## src/rtl/ram_arbiter_32x4.sv

```systemverilog
// rtl/ram_arbiter_32x4.sv - round-robin arbiter with bounded lock sharing one 32x4 synchronous RAM
module ram_arbiter_32x4 #(
    parameter int ADDR_W    = 5,
    parameter int DATA_W    = 4,
    parameter int MAX_BURST = 4
) (
    input  logic              clk,
    input  logic              reset_n,
    input  logic              req_a,
    input  logic              we_a,
    input  logic              lock_a,
    input  logic [ADDR_W-1:0] addr_a,
    input  logic [DATA_W-1:0] wdata_a,
    output logic              gnt_a,
    output logic              rvalid_a,
    output logic [DATA_W-1:0] rdata_a,
    input  logic              req_b,
    input  logic              we_b,
    input  logic              lock_b,
    input  logic [ADDR_W-1:0] addr_b,
    input  logic [DATA_W-1:0] wdata_b,
    output logic              gnt_b,
    output logic              rvalid_b,
    output logic [DATA_W-1:0] rdata_b,
    output logic              ram_wen,
    output logic [ADDR_W-1:0] ram_addr,
    output logic [DATA_W-1:0] ram_din,
    input  logic [DATA_W-1:0] ram_dout
);

    typedef enum logic [1:0] {
        S_IDLE  = 2'd0,
        S_OWN_A = 2'd1,
        S_OWN_B = 2'd2
    } state_t;

    localparam logic [3:0] LP_MAX_BURST = 4'(MAX_BURST);

    state_t            r_state;
    state_t            w_state_nxt;
    logic              r_last_b;
    logic              w_last_b_nxt;
    logic [3:0]        r_burst_cnt;
    logic [3:0]        w_burst_cnt_nxt;
    logic              r_rvalid_a;
    logic              r_rvalid_b;
    logic [DATA_W-1:0] r_rdata_a;
    logic [DATA_W-1:0] r_rdata_b;
    logic              w_hold_a;
    logic              w_hold_b;
    logic              w_gnt_a;
    logic              w_gnt_b;

    assign w_hold_a = (r_state == S_OWN_A) && req_a && lock_a && (r_burst_cnt < LP_MAX_BURST);
    assign w_hold_b = (r_state == S_OWN_B) && req_b && lock_b && (r_burst_cnt < LP_MAX_BURST);

    // Grants are forced low while reset is held so the RAM sees no access.
    always_comb begin
        w_gnt_a = 1'b0;
        w_gnt_b = 1'b0;
        if (reset_n) begin
            if (w_hold_a) begin
                w_gnt_a = 1'b1;
            end else if (w_hold_b) begin
                w_gnt_b = 1'b1;
            end else if (req_a && req_b) begin
                w_gnt_a = r_last_b;
                w_gnt_b = !r_last_b;
            end else begin
                w_gnt_a = req_a;
                w_gnt_b = req_b;
            end
        end
    end

    always_comb begin
        w_state_nxt     = S_IDLE;
        w_last_b_nxt    = r_last_b;
        w_burst_cnt_nxt = 4'd0;
        if (w_gnt_a) begin
            w_state_nxt     = S_OWN_A;
            w_last_b_nxt    = 1'b0;
            w_burst_cnt_nxt = w_hold_a ? r_burst_cnt + 4'd1 : 4'd1;
        end else if (w_gnt_b) begin
            w_state_nxt     = S_OWN_B;
            w_last_b_nxt    = 1'b1;
            w_burst_cnt_nxt = w_hold_b ? r_burst_cnt + 4'd1 : 4'd1;
        end
    end

    always_comb begin
        ram_wen  = 1'b0;
        ram_addr = '0;
        ram_din  = '0;
        if (w_gnt_a) begin
            ram_wen  = we_a;
            ram_addr = addr_a;
            ram_din  = wdata_a;
        end else if (w_gnt_b) begin
            ram_wen  = we_b;
            ram_addr = addr_b;
            ram_din  = wdata_b;
        end
    end

    always_ff @(posedge clk or negedge reset_n) begin
        if (!reset_n) begin
            r_state     <= S_IDLE;
            r_last_b    <= 1'b1;
            r_burst_cnt <= 4'd0;
            r_rvalid_a  <= 1'b0;
            r_rvalid_b  <= 1'b0;
            r_rdata_a   <= '0;
            r_rdata_b   <= '0;
        end else begin
            r_state     <= w_state_nxt;
            r_last_b    <= w_last_b_nxt;
            r_burst_cnt <= w_burst_cnt_nxt;
            r_rvalid_a  <= w_gnt_a && !we_a;
            r_rvalid_b  <= w_gnt_b && !we_b;
            if (r_rvalid_a) begin
                r_rdata_a <= ram_dout;
            end
            if (r_rvalid_b) begin
                r_rdata_b <= ram_dout;
            end
        end
    end

    // RAM output is only meaningful in the valid cycle; otherwise show the last captured word.
    assign gnt_a    = w_gnt_a;
    assign gnt_b    = w_gnt_b;
    assign rvalid_a = r_rvalid_a;
    assign rvalid_b = r_rvalid_b;
    assign rdata_a  = r_rvalid_a ? ram_dout : r_rdata_a;
    assign rdata_b  = r_rvalid_b ? ram_dout : r_rdata_b;

endmodule

```

## config.mk

```make
export PLATFORM = sky130hd
export DESIGN_NAME = ram_arbiter_32x4
export DESIGN_NICKNAME = d
export VERILOG_FILES = /design/src/rtl/ram_arbiter_32x4.sv
export SDC_FILE = /design/constraint.sdc
export NUM_CORES = 1
export LEC_CHECK = 0
export ABC_CLOCK_PERIOD_IN_PS = 4300
export CORE_ASPECT_RATIO = 0.9
export CORE_MARGIN = 4
export CORE_UTILIZATION = 25
export CTS_CLUSTER_SIZE = 40
export DETAILED_ROUTE_END_ITERATION = 8
export PLACE_DENSITY_LB_ADDON = 0.2
export SYNTH_ARGS = -nofsm -noshare
export SYNTH_HDL_FRONTEND = slang
export SYNTH_SLANG_ARGS = --single-unit
export TNS_END_PERCENT = 5
```

## constraint.sdc

```tcl
create_clock -name clk -period 4.3 [get_ports clk]
set_input_delay 0.86 -clock clk [delete_from_list [all_inputs] [get_ports clk]]
set_output_delay 0.86 -clock clk [all_outputs]
set_load 0.02 [all_outputs]
```

==> flow_metrics.env <==
export IMPL_outcome="finished, final reports clean"
export IMPL_antenna_cells=0
export IMPL_clock_skew_ns=0.00327
export IMPL_worst_setup_path_start_kind="input pin"
export IMPL_hold_viol=0
export IMPL_grt_pass1_vias=768
export IMPL_start_util=0.261
export IMPL_place_congestion=0.710
export IMPL_drive_gt1_frac=0.175
export IMPL_worstSetupPathType="input pin to output pin"
export IMPL_power_leakage_nw=0.577
export IMPL_fin_crit_ns=3.92
export IMPL_synth_area_um2=801
export IMPL_cts_buffer_depth=2
export IMPL_synthDominantCellAreaShare=0.500
export IMPL_path_clk_slew_ns=0.10
export IMPL_cts_setup_buffers=0
export IMPL_cts_root_buf="clkbuf_4"
export IMPL_nets=146
export IMPL_drv_slew=0
export IMPL_setup_violations_final=0
export IMPL_cts_hold_buf=0
export IMPL_yosys_top_cells_area="dfrtp_1 (50%), mux2_2 (11%), a22o_1 (9.8%), dfstp_2 (3.3%), buf_6 (2.8%)"
export IMPL_fp_dieW_um=67.7
export IMPL_powerDensity_mw_per_mm2=330
export IMPL_cp_data_arrival_time_ns=3.06
export IMPL_hp_class="flip-flop to flip-flop"
export IMPL_yosys_top_cells_count="dfrtp_1 (16), a22o_1 (9), mux2_2 (8)"
export IMPL_drtIter0Drc=12
export IMPL_gr_usage_all_layers=0.109
export IMPL_ys_ff_latch=17
export IMPL_syn_nets=91
export IMPL_fmax_mhz=255
export IMPL_ant_nets=0
export IMPL_synth_most_common_cell="dfrtp_1"
export IMPL_finish_utilization=0.449
export IMPL_dieArea_mm2=0.00417
export IMPL_synth_main_ff_cell="dfrtp_1"
export IMPL_io_buffers=51
export IMPL_coreArea_mm2=0.00307
export IMPL_synth_edff_count=0
export IMPL_die_y_um=61.7
export IMPL_min_period_over_period=0.912
export IMPL_wl_um=2020
export IMPL_post_cts_resized=0
export IMPL_synthCells=60
export IMPL_synth_cell_types=24
export IMPL_endpoint_kind="output pin"
export IMPL_drc=0
export IMPL_yosys_warnings=0
export IMPL_ios=52
export IMPL_path_max_fanout=14
export IMPL_area_growth_syn_to_layout_pct=71.9
export IMPL_antenna_found_initial=0
export IMPL_maxCapViolCount=0
export IMPL_n_fill_cell=313
export IMPL_fp_row_count=19
export IMPL_clkLatencyLatePin_ns=0.28
export IMPL_synth_seq_area_share=0.533
export IMPL_num_vias=689
export IMPL_ir_drop_mv=0.128
export IMPL_cts_max_level=1
export IMPL_viasPerCell=4.42
export IMPL_postSynthAreaPerCell_um2=13.3
export IMPL_worstPathRequired_ns=3.44
export IMPL_rsz0062_at_grt="no"
export IMPL_cts_sinks=17
export IMPL_drt_pass1_iter_count=4
export IMPL_yosys_area_top_type="dfrtp_1"
export IMPL_overflow=0
export IMPL_route_detailed_wl_per_inst_um=12.9
export IMPL_grt_max_degree=24
export IMPL_synth_async_reset_ratio=1.00
export IMPL_numCtsBuffers=3
export IMPL_final_setup_tns_ns=0
export IMPL_cts_tree="yes"
export IMPL_grt_pass1_wl_um=3340
==> registers in the layout (all words and copies together) (netlist names) <==
signal / count
r_burst_cnt: 4
r_rdata_b: 4
r_state: 2
r_rdata_a: 4
r_last_b: 1
rvalid_b: 1
rvalid_a: 1
==> area by class of cell <==
type	instances	area [um2]	area share
multi-input combinational	41	352	0.255
clock buffer	3	22.5	0.0164
tap	42	52.6	0.0382
timing repair buffer	52	518	0.376
sequential	17	427	0.310
clock inverter	1	5.00	0.00364
==> power breakdown <==
part | switching (W) | internal (W) | total, W
Sequential | 0.00000808 | 0.000184 | 0.000192
Clock | 0.0000489 | 0.0000345 | 0.0000834
Combinational | 0.0000785 | 0.0000996 | 0.000178
==> cells in the final DEF, fill, tap and decap left out, types with 2 or more instances in the layout <==
master            n
clkbuf_4          3
a22o_1            9
o21ai_0           2
nand2_1           2
clkdlybuf4s50_1  51
nor2b_1           2
and3_1            2
a21oi_1           2
mux2_2            8
dfrtp_1          16
==> per-stage QoR <==
stage               hold slack, ns  instances  setup WS, ns  instance area [um2]  power, W
finish                       0.470        156         0.380                 1380  0.000454
global route                 0.504        156         0.248                 1380  0.000482
CTS                          0.472        156         0.353                 1380  0.000460
detailed placement           0.456        152         0.369                 1350  0.000377
global placement             0.441        152         0.393                 1350  0.000374
floorplan                    0.423         60          1.44                  801  0.000281
==> worst max-delay path, stage by stage <==
cell and delay (ns):
clkdlybuf4s50_1 0.51, or4b_4 0.52, a21boi_4 0.35, a22o_1 0.21, clkdlybuf4s50_1 0.61
==> metal layers <==
layer / track usage / up-vias / share of wire
met5: 0 / - / 0
met4: 0.0347 / 0 / 0.0094
met3: 0.0737 / 2 / 0.14
met2: 0.166 / 37 / 0.45
met1: 0.122 / 320 / 0.40
li1: - / 330 / -
==> worst paths after layout <==
check / end / depth (start not counted) / slack (ns) / from
setup / recovery: ram_din[1] / 5 / 0.38 / req_a
hold / removal: r_burst_cnt[0] / 1 / 0.47 / r_burst_cnt[0]
setup reg to reg: rvalid_a / 4 / 2.49 / r_burst_cnt[2]
hold reg to reg: r_burst_cnt[0] / 1 / 0.47 / r_burst_cnt[0]
max in group asynchronous: r_last_b / 2 / 3.03 / reset_n
min in group asynchronous: r_state[1] / 2 / 1.01 / reset_n
==> logic make-up (layout without fill, tap and decap cells) <==
logic type	Yosys count	in the layout	share of synthesized area
compound gates	17	17	0.180
flops	17	17	0.533
simple gates	13	13	0.116
mux	8	8	0.113
buf+inv	2	56	0.0281
fa+ha+maj	1	1	0.0156
other cells	1	1	0.00468
xor+xnor	1	1	0.0109
No activity file was read; power rests on OpenSTA's default activity.
